File: src/rtl/az_result_pair.sv
// az_result_pair
//   Receive-side companion to the auto-zero modulation sequencer. Classifies
//   every clock as signal / zero / settle from the precharge switch control and
//   the AZ mux select, accumulates ADC results of each phase (after discarding
//   the first BLANK_N settling samples), and emits every completed
//   signal->zero pair as one result word over a valid/ready handshake.
//
// Ports
//   clk, reset    : system clock, asynchronous active-high reset
//   sw_pc_ctl     : precharge switch control (1 = signal, 0 = boot)
//   azmux         : AZ mux select
//   adc_valid     : one-cycle strobe qualifying adc_data
//   adc_data      : signed ADC conversion result
//   out_ready     : consumer accepts the current result
//   clear_flags   : clears the sticky overrun / seq_err flags
//   out_valid     : result registers hold an unconsumed pair
//   hi_sum/lo_sum : signal / zero phase sums
//   diff          : hi_sum - lo_sum (modulo 2^ACC_W)
//   hi_n/lo_n     : accepted sample counts of each phase
//   overrun       : sticky, a pair was dropped because the output was full
//   seq_err       : sticky, a signal phase restarted before any zero phase
//   monitor       : {5'b0, state}
module az_result_pair #(
    parameter logic [3:0] AZ_PC_OUT_CODE = 4'b1000,
    parameter int         DATA_W         = 24,
    parameter int         ACC_W          = 40,
    parameter int         CNT_W          = 16,
    parameter int         BLANK_N        = 2
) (
    input  logic              clk,
    input  logic              reset,
    input  logic              sw_pc_ctl,
    input  logic [3:0]        azmux,
    input  logic              adc_valid,
    input  logic [DATA_W-1:0] adc_data,
    input  logic              out_ready,
    input  logic              clear_flags,
    output logic              out_valid,
    output logic [ACC_W-1:0]  hi_sum,
    output logic [ACC_W-1:0]  lo_sum,
    output logic [ACC_W-1:0]  diff,
    output logic [CNT_W-1:0]  hi_n,
    output logic [CNT_W-1:0]  lo_n,
    output logic              overrun,
    output logic              seq_err,
    output logic [7:0]        monitor
);

    typedef enum logic [1:0] {
        CL_SETTLE = 2'd0,
        CL_SIG    = 2'd1,
        CL_ZERO   = 2'd2
    } class_t;

    typedef enum logic [2:0] {
        IDLE      = 3'd0,
        SIG_ACC   = 3'd1,
        WAIT_ZERO = 3'd2,
        ZERO_ACC  = 3'd3,
        EMIT      = 3'd4
    } state_t;

    localparam logic [CNT_W-1:0] BLANK_LIM = CNT_W'(BLANK_N);

    state_t             state;
    class_t             prev_class;
    class_t             cur_class;

    logic [ACC_W-1:0]   hi_acc;
    logic [ACC_W-1:0]   lo_acc;
    logic [CNT_W-1:0]   hi_cnt;
    logic [CNT_W-1:0]   lo_cnt;
    logic [CNT_W-1:0]   blank_cnt;

    logic               sig_now;
    logic               zero_now;
    logic               sig_entry;
    logic               sig_exit;
    logic               zero_entry;
    logic               zero_exit;
    logic               in_blank;
    logic [ACC_W-1:0]   sample_ext;

    // Values a phase starts with when its entry cycle also carries a sample
    logic [CNT_W-1:0]   start_blank;
    logic [ACC_W-1:0]   start_acc;
    logic [CNT_W-1:0]   start_cnt;

    always_comb begin
        cur_class = CL_SETTLE;
        if (azmux != AZ_PC_OUT_CODE) begin
            cur_class = CL_ZERO;
        end else if (sw_pc_ctl) begin
            cur_class = CL_SIG;
        end
    end

    assign sig_now    = (cur_class == CL_SIG);
    assign zero_now   = (cur_class == CL_ZERO);
    assign sig_entry  = sig_now  && (prev_class != CL_SIG);
    assign sig_exit   = !sig_now && (prev_class == CL_SIG);
    assign zero_entry = zero_now && (prev_class != CL_ZERO);
    assign zero_exit  = !zero_now && (prev_class == CL_ZERO);

    assign in_blank   = (blank_cnt < BLANK_LIM);
    assign sample_ext = {{(ACC_W-DATA_W){adc_data[DATA_W-1]}}, adc_data};

    always_comb begin
        start_blank = '0;
        start_acc   = '0;
        start_cnt   = '0;
        if (adc_valid) begin
            if (BLANK_LIM != '0) begin
                start_blank = CNT_W'(1);
            end else begin
                start_acc = sample_ext;
                start_cnt = CNT_W'(1);
            end
        end
    end

    assign monitor = {5'b0, state};

    always_ff @(posedge clk or posedge reset) begin
        if (reset) begin
            state      <= IDLE;
            prev_class <= CL_SETTLE;
            hi_acc     <= '0;
            lo_acc     <= '0;
            hi_cnt     <= '0;
            lo_cnt     <= '0;
            blank_cnt  <= '0;
            out_valid  <= 1'b0;
            hi_sum     <= '0;
            lo_sum     <= '0;
            diff       <= '0;
            hi_n       <= '0;
            lo_n       <= '0;
            overrun    <= 1'b0;
            seq_err    <= 1'b0;
        end else begin
            prev_class <= cur_class;

            // Clear first so that a flag set or a load later in this block wins
            if (clear_flags) begin
                overrun <= 1'b0;
                seq_err <= 1'b0;
            end
            if (out_valid && out_ready) begin
                out_valid <= 1'b0;
            end

            case (state)
                IDLE: begin
                    if (sig_entry) begin
                        blank_cnt <= start_blank;
                        hi_acc    <= start_acc;
                        hi_cnt    <= start_cnt;
                        state     <= SIG_ACC;
                    end
                end

                SIG_ACC: begin
                    if (sig_exit) begin
                        state <= WAIT_ZERO;
                    end else if (adc_valid && sig_now) begin
                        if (in_blank) begin
                            blank_cnt <= blank_cnt + CNT_W'(1);
                        end else if (hi_cnt != '1) begin
                            hi_acc <= hi_acc + sample_ext;
                            hi_cnt <= hi_cnt + CNT_W'(1);
                        end
                    end
                end

                WAIT_ZERO: begin
                    if (zero_entry) begin
                        blank_cnt <= start_blank;
                        lo_acc    <= start_acc;
                        lo_cnt    <= start_cnt;
                        state     <= ZERO_ACC;
                    end else if (sig_entry) begin
                        // Signal phase restarted with no zero phase: drop hi
                        seq_err   <= 1'b1;
                        blank_cnt <= start_blank;
                        hi_acc    <= start_acc;
                        hi_cnt    <= start_cnt;
                        state     <= SIG_ACC;
                    end
                end

                ZERO_ACC: begin
                    if (zero_exit) begin
                        state <= EMIT;
                    end else if (adc_valid && zero_now) begin
                        if (in_blank) begin
                            blank_cnt <= blank_cnt + CNT_W'(1);
                        end else if (lo_cnt != '1) begin
                            lo_acc <= lo_acc + sample_ext;
                            lo_cnt <= lo_cnt + CNT_W'(1);
                        end
                    end
                end

                EMIT: begin
                    if (!out_valid || out_ready) begin
                        hi_sum    <= hi_acc;
                        lo_sum    <= lo_acc;
                        diff      <= hi_acc - lo_acc;
                        hi_n      <= hi_cnt;
                        lo_n      <= lo_cnt;
                        out_valid <= 1'b1;
                    end else begin
                        overrun <= 1'b1;
                    end
                    // A signal phase may begin in the emit cycle itself
                    if (sig_entry) begin
                        blank_cnt <= start_blank;
                        hi_acc    <= start_acc;
                        hi_cnt    <= start_cnt;
                        state     <= SIG_ACC;
                    end else begin
                        state <= IDLE;
                    end
                end

                default: state <= IDLE;
            endcase
        end
    end

endmodule

File: config.mk
export PLATFORM = sky130hd
export DESIGN_NAME = az_result_pair
export DESIGN_NICKNAME = d
export VERILOG_FILES = /design/src/rtl/az_result_pair.sv
export SDC_FILE = /design/constraint.sdc
export NUM_CORES = 1
export LEC_CHECK = 0
export BUFFER_PORTS_ARGS = -buffer_cell sky130_fd_sc_hd__buf_2
export CORE_MARGIN = 2
export CORE_UTILIZATION = 55
export DETAILED_ROUTE_END_ITERATION = 10
export MAX_ROUTING_LAYER = met4
export PLACE_DENSITY = 0.74
export SKIP_CTS_REPAIR_TIMING = 1
export SLEW_MARGIN = 25
export SYNTH_ARGS = -nofsm -noshare
export SYNTH_HDL_FRONTEND = slang
export SYNTH_SLANG_ARGS = --single-unit
File: constraint.sdc
create_clock -name clk -period 15.9 [get_ports clk]
set_input_delay 2.385 -clock clk [delete_from_list [all_inputs] [get_ports clk]]
set_output_delay 2.385 -clock clk [all_outputs]
set_load 0.05 [all_outputs]
### Word level (Yosys, flattened, before mapping)

Cells that the tools add are included.

* equal/unequal tests: 25
* reductions and logical operators: 21
* magnitude comparators: 1
* muxes and demuxes: 53
* $add $sub $neg: 6

Operators by type and width (number)
* $mux 40: 11
* $mux 16: 18
* $pmux 40 s3: 1
* $add 40x40->40: 2
* $pmux 40 s2: 1
* $pmux 16 s4: 1
* $add 16x1->16 const B: 3
* $pmux 16 s3: 1
* $sub 40x40->40: 1
* $ne 16x16->1 const B: 2
* $pmux 16 s2: 1
* $ne 2x2->1 const B: 13
* $lt 16x2->1 const B: 1
* $pmux 3 s5: 1
* $mux 1: 13
* $mux 3: 4
* $reduce_and 6->1: 2
* $logic_and 1x1->1: 7
* $eq 3x2->1 const B: 2
* $reduce_and 5->1: 1
* $eq 2x1->1 const B: 2
* $eq 2x2->1 const B: 2
* $ne 4x4->1 const B: 1
* $reduce_and 2->1: 2
* other kinds (11): 13

* input bits: 34
* output and inout port bits: 163
* register bits after elaboration: 288
* word-level logic and storage cells: 121

### Depth between registers and ports, before layout

* depth after elaboration: 7
* gate-level depth with buffers: 13
* depth with buffers taken out: 13

### Worst setup path after synthesis

OpenSTA, ideal clock, no wires.

* kind: input to register
* start: input port adc_data[0]
* end: register lo_acc[38]
* path slack: 10.582 ns
* path buffers: 0
* required time: 15.779 ns
* library setup time: 0.121 ns
* data arrival time: 5.197 ns
* stages: 12
* path through: ha_1 -> fa_1 -> a21o_1 -> a311o_1 -> a221oi_4 -> nor3_2 -> nor2_2 -> o221ai_2 -> o41a_1 -> a211o_1 -> xor2_1 -> a22o_1

* longest elaborated chain between the ends: 6

RTL lines
* start, declared: RTL line 35 `input logic [DATA_W-1:0] adc_data,`
* $add 40x40->40: RTL line 199 `lo_acc <= lo_acc + sample_ext;`
* $mux 40: RTL line 198 `end else if (lo_cnt != '1) begin`
* $mux 40: RTL line 196 `if (in_blank) begin`
* $mux 40: RTL line 195 `end else if (adc_valid && zero_now) begin`
* $mux 40: RTL line 193 `if (zero_exit) begin`
* $pmux 40 s2: RTL line 153 `case (state)`
* end signal, assigned: RTL line 179 `lo_acc <= start_acc;`
* end signal, assigned: RTL line 199
* end, declared: RTL line 70 `logic [ACC_W-1:0] lo_acc;`

No other way between the ends. The select of a mux whose other input is x is not followed.
A chain may end at the register's enable or synchronous reset.

### Final worst setup path

* start: input port azmux[1]
* end: register hi_cnt[3]

* longest elaborated chain between the ends: 7
* elaborated cells between the ends (all ways): 16
* classes of those cells: 6 x eq/ne; 4 x mux; 6 x reduce/logical

RTL lines
* start, declared: RTL line 33 `input logic [3:0] azmux,`
* $ne 4x4->1 (*): RTL line 91 `if (azmux != AZ_PC_OUT_CODE) begin`
* $mux 2 (*): RTL line 91
* $eq 2x1->1: RTL line 98 `assign sig_now = (cur_class == CL_SIG);`
* $logic_and 1x1->1 or $logic_not 1->1 (tied branches): RTL line 100, 101
* $mux 16 or $logic_and 1x1->1 (tied branches)
* $mux 16 or $ne 2x2->1 (tied branches)
* $pmux 16 s3 or $reduce_and 6->1 (tied branches)
* end signal, assigned: RTL line 158 `hi_cnt <= start_cnt;`
* end signal, assigned: RTL line 171 `hi_cnt <= hi_cnt + CNT_W'(1);`
* end signal, assigned: RTL line 187 `hi_cnt <= start_cnt;`
* end, declared: RTL line 71 `logic [CNT_W-1:0] hi_cnt;`

Mark *: on every way between the ends. The rest lies on a longest branch, timed or not. The select of a mux whose other input is x is not followed.

==> metrics.txt <==
# TYPE chip_impl_metric gauge
chip_impl_metric{name="drt-initial-drc-count",unit=""} 943
chip_impl_metric{name="comb_power_share",unit="%"} 50.2
chip_impl_metric{name="initial_antenna_violation_count",unit=""} 1
chip_impl_metric{name="grtUsageTotal",unit="%"} 27.6
chip_impl_metric{name="drt_first_pass_iters",unit=""} 5
chip_impl_metric{name="p_int",unit="mW"} 2.02
chip_impl_metric{name="initial_utilization",unit="%"} 55.8
chip_impl_metric{name="worst-endpoint-arrival",unit="ns"} 5.78
chip_impl_metric{name="pwr_density_cell",unit="mW/mm^2"} 181
chip_impl_metric{name="die_x",unit="um"} 180
chip_impl_metric{name="place.gp.congestion",unit=""} 0.909
chip_impl_metric{name="num-nets-final",unit=""} 2149
chip_impl_metric{name="seqCellArea",unit="sq mm"} 0.00721
chip_impl_metric{name="floorplan.rows",unit=""} 64
chip_impl_metric{name="final.setup.worst_slack",unit="ns"} 10.59
chip_impl_info{name="cts_tree",value="yes"} 1
chip_impl_info{name="cp_cell_sequence",value="buf_2 > nor4b_2 > and2_1 > o21ai_0 > a31oi_1 > o211ai_1 > o21ai_1 > nand2_2 > buf_4 > nor2_1 > nand2_1 > o21ai_0"} 1
chip_impl_metric{name="max_cap_violations",unit=""} 0
chip_impl_metric{name="hold-worst-slack",unit="ns"} 0.471
chip_impl_metric{name="r2r_setup_slack",unit="ns"} 11.60
chip_impl_info{name="unrepaired_setup_endpoints_after_global_routing",value="no"} 1
chip_impl_info{name="critical_path.top_delay_family",value="simple AND/OR/NAND/NOR gates"} 1
chip_impl_info{name="critical_path.most_common_cell",value="o21ai_0"} 1
chip_impl_metric{name="async_flop_share",unit="%"} 100
chip_impl_info{name="crit-reg2reg-launch",value="hi_acc[0]"} 1
chip_impl_metric{name="grt_pass1_wl",unit="mm"} 72.0
chip_impl_metric{name="drt-total-wl",unit="mm"} 43.5
chip_impl_metric{name="vias_in_the_first_global_route",unit=""} 13700
chip_impl_metric{name="placement.setup.worst_slack",unit="ns"} 10.08
chip_impl_metric{name="fin_skew",unit="ns"} 0.0165
chip_impl_metric{name="synth.avg_cell_area",unit="sq um"} 9.33
chip_impl_metric{name="cts.sink_count",unit=""} 288
chip_impl_metric{name="synth-edff-count",unit=""} 0
chip_impl_metric{name="vdd_drop_max",unit="V"} 0.0000992
chip_impl_metric{name="dieArea",unit="sq mm"} 0.0324
chip_impl_metric{name="timing.final.crit_share",unit="%"} 33.4
chip_impl_info{name="hold_path_startpoint",value="lo_sum[29]"} 1
chip_impl_metric{name="power.switching_fraction",unit="%"} 42.7
chip_impl_metric{name="num_io_pins",unit=""} 197
chip_impl_metric{name="htree_num_levels",unit=""} 1
chip_impl_metric{name="grt_start_max_net_pins",unit=""} 133
chip_impl_metric{name="ys_ff_latch",unit=""} 288
chip_impl_metric{name="share_of_cells_above_drive_strength_1",unit="%"} 17.4
chip_impl_metric{name="chip_height",unit="um"} 180
chip_impl_metric{name="worstSkewPairLatency",unit="ns"} 0.57
chip_impl_metric{name="nFillCells",unit=""} 2526
chip_impl_metric{name="finalMaxSlewViolations",unit=""} 0
chip_impl_info{name="critPathLaunchType",value="input port"} 1
chip_impl_metric{name="drt_drc_violations_left",unit=""} 0
chip_impl_metric{name="core_area",unit="sq mm"} 0.0305
chip_impl_metric{name="number_of_buffers_inserted_by_port_buffering",unit=""} 191
chip_impl_info{name="cts.root.buffer_cell",value="clkbuf_16"} 1
chip_impl_metric{name="synth-warning-count",unit=""} 0
chip_impl_info{name="critPathCaptureType",value="flop"} 1
chip_impl_metric{name="wl_per_cell",unit="um"} 18.0
chip_impl_metric{name="worst_path_largest_cell_delay",unit="ns"} 0.63
chip_impl_metric{name="p_leak",unit="nW"} 9.91
chip_impl_metric{name="share_clk_of_total_power",unit="%"} 22.2
chip_impl_info{name="result_of_the_run",value="finished clean"} 1
chip_impl_metric{name="routed_via_density",unit=""} 5.92
chip_impl_metric{name="synthDistinctLibCells",unit=""} 75
chip_impl_info{name="criticalPathCategory",value="in -> reg"} 1
chip_impl_metric{name="finalCriticalPeriod",unit="ns"} 5.31
chip_impl_info{name="cp-startpoint",value="azmux[1]"} 1
chip_impl_metric{name="via_total_after_detailed_routing",unit=""} 14300
chip_impl_metric{name="clk_path_buf_depth",unit=""} 3
chip_impl_info{name="timing.hold.worst.class",value="reg -> reg"} 1
chip_impl_metric{name="ant_nets",unit=""} 0
chip_impl_metric{name="setup_viol",unit=""} 0
chip_impl_metric{name="fmaxAchievable",unit="GHz"} 0.188
chip_impl_metric{name="critical_path_peak_fanout",unit=""} 48
chip_impl_metric{name="hpwlAfterDp",unit="mm"} 31.6
chip_impl_metric{name="grt-ovfl-total",unit=""} 0
chip_impl_metric{name="total_power",unit="mW"} 3.52
chip_impl_metric{name="p_sw",unit="mW"} 1.50
chip_impl_metric{name="number_of_standard_cells_after_synthesis",unit=""} 1826
chip_impl_metric{name="final.setup.tns",unit="ns"} 0
chip_impl_metric{name="multi_input_comb_area",unit="sq mm"} 0.00930
chip_impl_metric{name="cts_inserted_buffers",unit=""} 31
chip_impl_metric{name="yosysSeqAreaShare",unit="%"} 42.3
chip_impl_metric{name="worstPathRequired",unit="ns"} 16.37
chip_impl_metric{name="timing.max_slew.rel_slack",unit="%"} 37.5
chip_impl_metric{name="max_slew.worst_pin.slew",unit="ns"} 0.938
chip_impl_metric{name="critPathBufInv",unit=""} 2
chip_impl_metric{name="syn_std_cell_area",unit="sq mm"} 0.0170
chip_impl_metric{name="share_seq_of_total_power",unit="%"} 27.6
chip_impl_metric{name="hold_violations",unit=""} 0
chip_impl_metric{name="clock_slew_at_reported_path_ffs",unit="ns"} 0.06
chip_impl_info{name="synth_top_flop_cell",value="dfrtp_1"} 1
chip_impl_metric{name="synthToLayoutAreaGrowth",unit="%"} 14.3
chip_impl_info{name="cp_slowest_cell",value="nor2_1"} 1
## worst paths after layout
path / to / cells after the start
setup / recovery: hi_cnt[3] / 12
setup reg to reg: diff[36] / 14
hold / removal: lo_sum[29] / 2
hold reg to reg: lo_sum[29] / 2
max in group asynchronous: diff[18] / 5
min in group asynchronous: hi_n[5] / 2
## cell families (layout without fill, tap and decap cells)
| kind of cell | count (synthesis) | in the layout | share of synthesized area [%] |
|---|---|---|---|
| compound gates | 544 | 544 | 19.7 |
| xor+xnor | 112 | 112 | 5.76 |
| fa+ha+maj | 123 | 123 | 9.16 |
| buf+inv | 153 | 337 | 3.49 |
| flops | 288 | 288 | 42.3 |
| mux | 77 | 77 | 5.06 |
| other cells | 1 | 6 | 0.0220 |
| simple gates | 528 | 528 | 14.5 |
## state kept, by name, summed over array words and instances (netlist names)
| name | cells |
|---|---|
| lo_n | 16 |
| lo_acc | 40 |
| prev_class | 2 |
| lo_cnt | 16 |
| hi_n | 16 |
| hi_cnt | 16 |
| hi_sum | 40 |
| lo_sum | 40 |
| diff | 40 |
| hi_acc | 40 |
| out_valid | 1 |
| state | 3 |
| blank_cnt | 16 |
| overrun | 1 |
| seq_err | 1 |
## cell usage after synthesis (all sizes together), types with 43 or more instances
master  instances  area, sq um
o21ai         204         1020
mux2           73          822
clkbuf         57          214
dfrtp         288         7210
a21o           61          460
nor2           92          348
xnor2          49          429
a21oi         124          621
inv            79          297
nand2         239          897
xor2           63          552
ha            120         1500
o31ai          43          323
nand3          44          220
## worst register-to-register path: cells and delay by family (launching register included)
kind,cells,cell delay [ns]
adder cells (fa/ha/maj),2,0.67
buffers and inverters,2,0.30
AO/OA/AOI/OAI,7,1.90
flip-flops,1,0.37
multiplexers,1,0.22
AND/OR/NAND/NOR,2,0.68
## cell usage in the layout (no fill, tap or decap), types with 13 or more instances in the layout
master	netlist	final
a31oi_1	13	13
nor3_1	18	18
a21o_1	59	59
dfrtp_1	288	288
clkbuf_16	0	31
o31ai_1	43	43
xnor2_1	49	49
buf_2	1	191
a211oi_1	15	15
ha_1	120	120
nand2b_1	13	13
mux2_2	73	73
nand3_1	44	43
nor2_1	91	90
o21ai_0	200	200
a21oi_1	124	123
xor2_1	63	63
nand2_1	239	238
inv_1	79	78
and2_1	24	24
nand4_1	16	16
and3_1	21	21
## area by class of cell
type | count | share of cell area (%)
Sequential cell | 288 | 37.0
Inverter | 79 | 1.56
Antenna cell | 1 | 0.0128
Timing Repair Buffer | 203 | 5.49
Clock buffer | 42 | 4.50
Multi-Input combinational cell | 1389 | 47.8
Clock inverter | 13 | 1.15
Tap cell | 396 | 2.54
## metal layers
layer / part of all wire, % / track usage, % / vias up
li1: - / - / 6858
met1: 45 / 37.3 / 6906
met2: 46 / 43.0 / 422
met3: 6.1 / 4.49 / 92
met4: 3.0 / 8.68 / 0
met5: 0 / - / -
## per-stage QoR
| stage | cell area (sq um) | utilization (%) | instances |
|---|---|---|---|
| floorplan | 17100 | - | 1830 |
| global route | 19500 | 63.9 | 2411 |
| CTS | 19500 | 63.8 | 2410 |
| finish | 19500 | 63.9 | 2411 |
| detailed placement | 18400 | 60.2 | 2355 |
| global placement | 18300 | 60.1 | 2354 |
## power by group through the flow
| stage | logic (mW) | clock network (mW) | registers [mW] |
|---|---|---|---|
| global placement | 1.69 | 0 | 0.981 |
| finish | 1.77 | 0.782 | 0.972 |
| CTS | 1.74 | 0.795 | 0.971 |
| floorplan | 1.31 | 0 | 0.991 |
| global route | 1.96 | 0.829 | 0.987 |
| detailed placement | 1.73 | 0 | 0.982 |
(Power assumes the default switching activity.)
